`config.mk`:
```
export PLATFORM = sky130hd
export DESIGN_NAME = mem_bus_arbiter
export DESIGN_NICKNAME = d
export VERILOG_FILES = /design/src/rtl/mem_bus_arbiter.sv
export SDC_FILE = /design/constraint.sdc
export NUM_CORES = 1
export LEC_CHECK = 0
export ABC_AREA = 1
export CAP_MARGIN = 15
export CORE_AREA = 2 2 78 80
export CTS_BUF_LIST = sky130_fd_sc_hd__clkbuf_8
export CTS_CLUSTER_DIAMETER = 50
export DETAILED_ROUTE_END_ITERATION = 6
export DIE_AREA = 0 0 80 82
export PLACE_DENSITY_LB_ADDON = 0.05
export SYNTH_ARGS = -nofsm -noshare
export SYNTH_HDL_FRONTEND = slang
export SYNTH_SLANG_ARGS = --single-unit
```
`constraint.sdc`:
```
create_clock -name clk -period 1.6 [get_ports clk]
set_input_delay 0.16 -clock clk [delete_from_list [all_inputs] [get_ports clk]]
set_output_delay 0.16 -clock clk [all_outputs]
set_load 0.01 [all_outputs]
```
`src/rtl/mem_bus_arbiter.sv`:
```
// mem_bus_arbiter: shares one C2 main-memory port between two line-granular
// masters. Round-robin arbitration, grant held for a whole line transaction,
// one dead TURN cycle afterwards, and a watchdog that frees the bus when
// memory stops responding.
//
//   state | meaning
//   ------+-------------------------------------------------------------
//   IDLE  | no owner; requests sampled, winner granted at the next edge
//   BUSY  | owner muxed onto the memory port until line end or watchdog
//   TURN  | one-cycle bus turnaround; everything NOP/0, requests ignored
module mem_bus_arbiter #(
  parameter int BUS_SIZE   = 16,
  parameter int ADDR_W     = 15,
  parameter int LINE_BEATS = 8,
  parameter int TIMEOUT    = 255
) (
  input  logic                clk,
  input  logic                reset,

  input  logic [1:0]          m0_cmd_in,
  input  logic [ADDR_W-1:0]   m0_addr,
  input  logic [BUS_SIZE-1:0] m0_wdata,
  output logic [1:0]          m0_cmd_out,
  output logic [BUS_SIZE-1:0] m0_rdata,

  input  logic [1:0]          m1_cmd_in,
  input  logic [ADDR_W-1:0]   m1_addr,
  input  logic [BUS_SIZE-1:0] m1_wdata,
  output logic [1:0]          m1_cmd_out,
  output logic [BUS_SIZE-1:0] m1_rdata,

  output logic [1:0]          s_cmd_out,
  output logic [ADDR_W-1:0]   s_addr,
  output logic [BUS_SIZE-1:0] s_wdata,
  input  logic [1:0]          s_cmd_in,
  input  logic [BUS_SIZE-1:0] s_rdata,

  output logic [1:0]          grant,
  output logic                timeout_err
);

  localparam logic [1:0] CMD_NOP   = 2'd0;
  localparam logic [1:0] CMD_RESP  = 2'd1;
  localparam logic [1:0] CMD_READ  = 2'd2;
  localparam logic [1:0] CMD_WRITE = 2'd3;

  // Counter widths leave headroom so LINE_BEATS-1 and TIMEOUT-1 always fit.
  localparam int CNT_W = $clog2(LINE_BEATS + 1);
  localparam int WD_W  = $clog2(TIMEOUT + 1);

  localparam logic [CNT_W-1:0] LAST_BEAT = CNT_W'(LINE_BEATS - 1);
  localparam logic [WD_W-1:0]  WD_LIMIT  = WD_W'(TIMEOUT - 1);

  typedef enum logic [1:0] {
    ST_IDLE = 2'd0,
    ST_BUSY = 2'd1,
    ST_TURN = 2'd2
  } state_t;

  state_t           state;
  logic             last;      // 0: m0 owned the bus last, 1: m1
  logic [1:0]       op_reg;    // command latched at grant time
  logic [CNT_W-1:0] beat_cnt;  // read beats received so far
  logic [WD_W-1:0]  wdog;      // BUSY cycles since the last RESPONSE

  logic m0_req;
  logic m1_req;
  logic slave_resp;
  logic pick_m0;

  // Request decode and tie-break: m0 wins unless m1 is the only requester
  // or m0 held the bus last.
  always_comb begin
    m0_req     = (m0_cmd_in == CMD_READ) || (m0_cmd_in == CMD_WRITE);
    m1_req     = (m1_cmd_in == CMD_READ) || (m1_cmd_in == CMD_WRITE);
    slave_resp = (s_cmd_in == CMD_RESP);
    pick_m0    = m0_req && (!m1_req || last);
  end

  // Arbitration FSM with registered grant, owner history and watchdog.
  always_ff @(posedge clk or posedge reset) begin
    if (reset) begin
      state       <= ST_IDLE;
      grant       <= 2'b00;
      last        <= 1'b1;
      op_reg      <= CMD_NOP;
      beat_cnt    <= '0;
      wdog        <= '0;
      timeout_err <= 1'b0;
    end else begin
      timeout_err <= 1'b0;
      case (state)
        ST_IDLE: begin
          if (m0_req || m1_req) begin
            if (pick_m0) begin
              grant  <= 2'b01;
              last   <= 1'b0;
              op_reg <= m0_cmd_in;
            end else begin
              grant  <= 2'b10;
              last   <= 1'b1;
              op_reg <= m1_cmd_in;
            end
            beat_cnt <= '0;
            wdog     <= '0;
            state    <= ST_BUSY;
          end
        end

        ST_BUSY: begin
          if (slave_resp) begin
            wdog <= '0;
            // A write completes on its single acknowledge; a read on the
            // last beat of the line.
            if ((op_reg == CMD_WRITE) || (beat_cnt == LAST_BEAT)) begin
              grant <= 2'b00;
              state <= ST_TURN;
            end else begin
              beat_cnt <= beat_cnt + CNT_W'(1);
            end
          end else if (wdog == WD_LIMIT) begin
            // TIMEOUT silent cycles in a row: memory is presumed dead.
            timeout_err <= 1'b1;
            grant       <= 2'b00;
            state       <= ST_TURN;
          end else begin
            wdog <= wdog + WD_W'(1);
          end
        end

        ST_TURN: begin
          state <= ST_IDLE;
        end

        default: begin
          grant <= 2'b00;
          state <= ST_IDLE;
        end
      endcase
    end
  end

  // Datapath mux: only the registered owner is connected, and only in BUSY.
  always_comb begin
    s_cmd_out  = CMD_NOP;
    s_addr     = '0;
    s_wdata    = '0;
    m0_cmd_out = CMD_NOP;
    m0_rdata   = '0;
    m1_cmd_out = CMD_NOP;
    m1_rdata   = '0;
    if (state == ST_BUSY) begin
      if (grant[1]) begin
        s_cmd_out  = m1_cmd_in;
        s_addr     = m1_addr;
        s_wdata    = m1_wdata;
        m1_cmd_out = slave_resp ? CMD_RESP : CMD_NOP;
        m1_rdata   = s_rdata;
      end else begin
        s_cmd_out  = m0_cmd_in;
        s_addr     = m0_addr;
        s_wdata    = m0_wdata;
        m0_cmd_out = slave_resp ? CMD_RESP : CMD_NOP;
        m0_rdata   = s_rdata;
      end
    end
  end

endmodule

```
Yosys cells after proc, flatten, opt, wreduce, memory -nomap -nowiden

Index checks and enable logic that the tools add are counted.

Output and inout bits: 72
Logic and storage cells: 79
Flip-flop bits (word level): 20

Multiplexer cells: 39
Bitwise logic cells: 1
Reductions and logical operators: 14
Equality and inequality tests: 16
$add $sub $neg: 2

Operators with widths:

| cell                                                            | count |
|---|---|
| 16-bit two-way mux                                              | 6 |
| 15-bit two-way mux                                              | 2 |
| 2-bit two-way mux                                               | 12 |
| 8-bit two-way mux                                               | 3 |
| 8-bit one-hot mux with 2 select lines                           | 1 |
| 2-bit == test, second input constant                            | 6 |
| 4-bit two-way mux                                               | 3 |
| 1-bit two-way mux                                               | 9 |
| 3-bit inequality test, second input constant                    | 3 |
| 8-bit by 1-bit adder with 8-bit output, second input constant   | 1 |
| 8-bit == test, second input constant                            | 1 |
| 4-bit one-hot mux with 2 select lines                           | 1 |
| 4-bit AND reduction                                             | 2 |
| 2-bit inequality test, second input constant                    | 3 |
| 2-bit one-hot mux with 3 select lines                           | 1 |
| 3-bit AND reduction                                             | 2 |
| 1-bit logical OR                                                | 5 |
| 4-bit by 1-bit adder with 4-bit output, second input constant   | 1 |
| 2-bit by 1-bit == test with 1-bit output, second input constant | 2 |
| 4-bit by 3-bit == test with 1-bit output, second input constant | 1 |
| 2-bit one-hot mux with 2 select lines                           | 1 |
| 2-bit logical NOT                                               | 1 |
| 2-bit AND reduction                                             | 1 |
| 2-bit nonzero test                                              | 1 |
| 3 further kinds                                                 | 3 |

Longest topological paths before layout

Depth in word-level cells: 8
Mapped depth: 10

Worst setup path before layout

OpenSTA, ideal clock, no wires.

Path kind: flip-flop to output port
Start point: register grant[1]
End point: output s_addr[0]
Cell stages (with the launch flop): 5
Data arrival time: 1.137 ns
Setup slack: 0.303 ns
Data required time: 1.440 ns
Cell sequence: dfrtp_1 > buf_2 > clkbuf_1 > nand2_1 > a21oi_1

Word-level cells in the longest chain between the ends: 2

Ends and longest elaborated chain:

| what                   | line | source |
|---|---|---|
| start, declared        | 38   | `output logic [1:0] grant,` |
| start signal, assigned | 84   | `grant <= 2'b00;` |
| start signal, assigned | 96   | `grant <= 2'b01;` |
| start signal, assigned | 100  | `grant <= 2'b10;` |
| 15-bit two-way mux     | 153  | `if (grant[1]) begin` |
| 15-bit two-way mux     | 152  | `if (state == ST_BUSY) begin` |
| end, declared          | 33   | `output logic [ADDR_W-1:0] s_addr,` |

Every way passes these cells.

Final worst setup path

Start point: register grant[1]
End point: output s_wdata[5]

Word-level cells in the longest chain between the ends: 2

Ends and longest elaborated chain:

| what               | line | source |
|---|---|---|
| 16-bit two-way mux | 153  |  |
| 16-bit two-way mux | 152  |  |
| end, declared      | 34   | `output logic [BUS_SIZE-1:0] s_wdata,` |

Every way passes these cells.

==> results_dict.tcl <==
set metrics [dict create \
    hold_viol_final 0 \
    regArea_um2 503.0 \
    cts_tree "done" \
    drcViolationCount 0 \
    finalNonFillerCells 542 \
    crit_fanout 19 \
    hp-class "in2async" \
    place.gp.congestion 0.8560 \
    grt_pass1_vias 2152 \
    tns_ps 0 \
    multiInputGateArea_mm2 0.001080 \
    reg2reg_depth 9 \
    avgViaCountPerCell 4.467 \
    crit_family "buffers and inverters" \
    clockRootBuffer "clkbuf_8" \
    vdd_drop_max_v 0.0005725 \
    p_leak_nw 1.742 \
    die_w_um 80 \
    cts_buffers 3 \
    r2r_setup_slack_ps 160 \
    final_nets 557 \
    fin_ws_ps 77.47 \
    timing.fmax_ghz 0.6568 \
    insertion_delay_ps 260 \
    crit_path_max_incr_delay_ps 440 \
    clock-sinks 20 \
    synth_top_area_share 0.2661 \
    pre_cts_ws_ps -137.1 \
    crit_arrival_ps 1360 \
    ys_seq_area_frac 0.2808 \
    critPathKind "reg2out" \
    die-area_mm2 0.006560 \
    r2r-end "grant[0]$_DFFE_PP0P_" \
    fillers 569 \
    h-tree-depth 1 \
    syn_avg_cell_area_um2 5.858 \
    regToRegStartpoint "wdog[0]$_DFFE_PP0P_" \
    clockPowerShare 0.091 \
    layout-drive-gt1-share 0.2270 \
    timing.critical_path.buf_inv 2 \
    n_antenna_cell 0 \
    grt_max_degree 32 \
    syn_area_mm2 0.001787 \
    p_switching_mw 2.022 \
    period_minus_slack_ps 1523 \
    whs_ps 230.9 \
    setup_violations 0 \
    port-buffer-count 155 \
    synth_seq_cells 20 \
    synth_flop_cell "dfrtp_1" \
    synth_common_cells "109 x nand2_1, 42 x nor2_1, 37 x inv_1" \
    die_y_um 82 \
    synth_area_leaders "dfrtp_1 27%, nand2_1 23%, a21oi_1 9.2%" \
    power_frac_seq 0.179 \
    switching_share 0.4827 \
    internal_power_mw 2.167 \
    maxCapViolCount 0 \
    postSynth.asyncResetShare 1.000 \
    dr.pass1.iters 4 \
    dp_hpwl_um 5483 \
    drt_wl_total_um 6740 \
    cpMaxStageDelayCell "dfrtp_2" \
    regMostFlops "wdog" \
    grt_remaining_overflow 0 \
    final_antenna_net_count 0 \
    hold_buffers 0 \
    cp-end-kind "output pin" \
    vias 2421 \
    largest_register_ffs 8 \
    fin_area_mm2 0.003302 \
    pwr-share-comb 0.730 \
    dpl-instance-area_mm2 0.003522 \
    start_util 0.3110 \
    start_kind "flip-flop" \
    row_count 28 \
    path_clk_slew_ps 70 \
    period_share 0.9516 \
    synth_most_common_cell "nand2_1" \
    grt_pass1_wl_um 9853 \
    grtUsageTotal 0.1860 \
    core_area_mm2 0.005746 \
    reg.largest.list "wdog x8, beat_cnt x4" \
    clockBufferDepth 2 \
    status "finished, final reports clean" \
    p_per_area_mw_per_mm2 1268 \
    required_ps 1440 \
    antenna_found_initial 0 \
    finalPower_mw 4.188 \
    syn2layout_area_growth_pct 84.80 \
    routedWlPerCell_um 12.44 \
    drt_iter0_markers 94 \
    synth_top_area_cell "dfrtp_1" \
    ys_types 29 \
    finalClockSkew_ps 4.362 \
    ios 158 \
    finalMaxSlewViolations 0 \
    postSynthCellCount 305 \
    yosys_warnings 0 \
    crit_chain "buf_8 -> nand2_1 -> a21oi_1 -> clkdlybuf4s15_1" \
    fin_util 0.5747 \
    synth-edff-count 0 \
    rsz0062_at_grt "true" \
    dp_cells 536 \
]
routing by layer:
layer  up-vias  share of wire  track usage
met3         0          0.088      0.04835
met4         0              0      0.01017
met2       102           0.51       0.3475
met5         -              0            0
li1       1254              -            -
met1      1065           0.40       0.2242
power by group through the flow:
| stage | clock network, mW | logic [mW] | registers, mW |
|---|---|---|---|
| 6_report | 0.381 | 3.06 | 0.750 |
| 5_1_grt | 0.424 | 3.36 | 0.766 |
| 4_1_cts | 0.398 | 3.25 | 0.748 |
| 3_5_place_dp | 0 | 3.50 | 0.747 |
| 3_3_place_gp | 0 | 3.47 | 0.741 |
| 2_1_floorplan | 0 | 1.61 | 0.728 |
worst max path at each step:
stage,start,endpoint,slack [ps],depth (start not counted)
3_3_place_gp,grant[1]$_DFFE_PP0P_,s_wdata[10],-130,5
2_1_floorplan,grant[1]$_DFFE_PP0P_,s_addr[0],300,4
6_report,grant[1]$_DFFE_PP0P_,s_wdata[5],80,4
5_1_grt,grant[1]$_DFFE_PP0P_,s_addr[4],-0.7,5
4_1_cts,grant[1]$_DFFE_PP0P_,grant[1],-10,2
3_5_place_dp,grant[1]$_DFFE_PP0P_,s_wdata[10],-140,5
worst register-to-register path, delay by kind of cell (launching register included):
kind | cells | cell delay, ps
adders and majority gates | 1 | 170
buffers and inverters | 1 | 80
DFF | 1 | 430
and+or+nand+nor | 7 | 670
layout make-up:
cell class / count / area share
inverters: 39 / 0.04661
repair buffers: 171 / 0.4290
clock buffers: 4 / 0.01667
flip-flops and latches: 20 / 0.1523
multi-input cells: 233 / 0.3270
well taps: 75 / 0.02842
kinds of logic after synthesis:
group                    share of synthesized area
AND/OR/NAND/NOR                             0.4174
other                                     0.002099
AO/OA/AOI/OAI                               0.1408
flip-flops                                  0.2808
buffers and inverters                       0.1232
adder cells (fa/ha/maj)                    0.02101
XOR/XNOR                                   0.01471
what timing repair did:
action	CTS	global route
buffers inserted	2	0
endpoints found under the hold margin	0	0
pin swaps	1	0
resized for setup	108	107
setup endpoints to repair	68	68
placed cells by master (no fill, tap or decap), types with 2 or more instances in the layout:
master / count
buf_4: 9
buf_2: 7
clkbuf_8: 4
dfrtp_1: 18
xor2_1: 3
ha_1: 3
nor2_1: 41
a21oi_1: 32
nand2_2: 4
conb_1: 2
nand2_1: 109
o21ai_1: 4
nor2_4: 2
nand3_1: 9
o21ai_0: 7
clkdlybuf4s50_1: 87
dlygate4sd2_1: 2
o21ai_2: 2
buf_12: 4
nand4_1: 2
nand3_2: 2
clkbuf_2: 57
inv_1: 36
buf_6: 2
nor2_2: 2
nand2_4: 3
No activity file was read; power rests on OpenSTA's default activity.
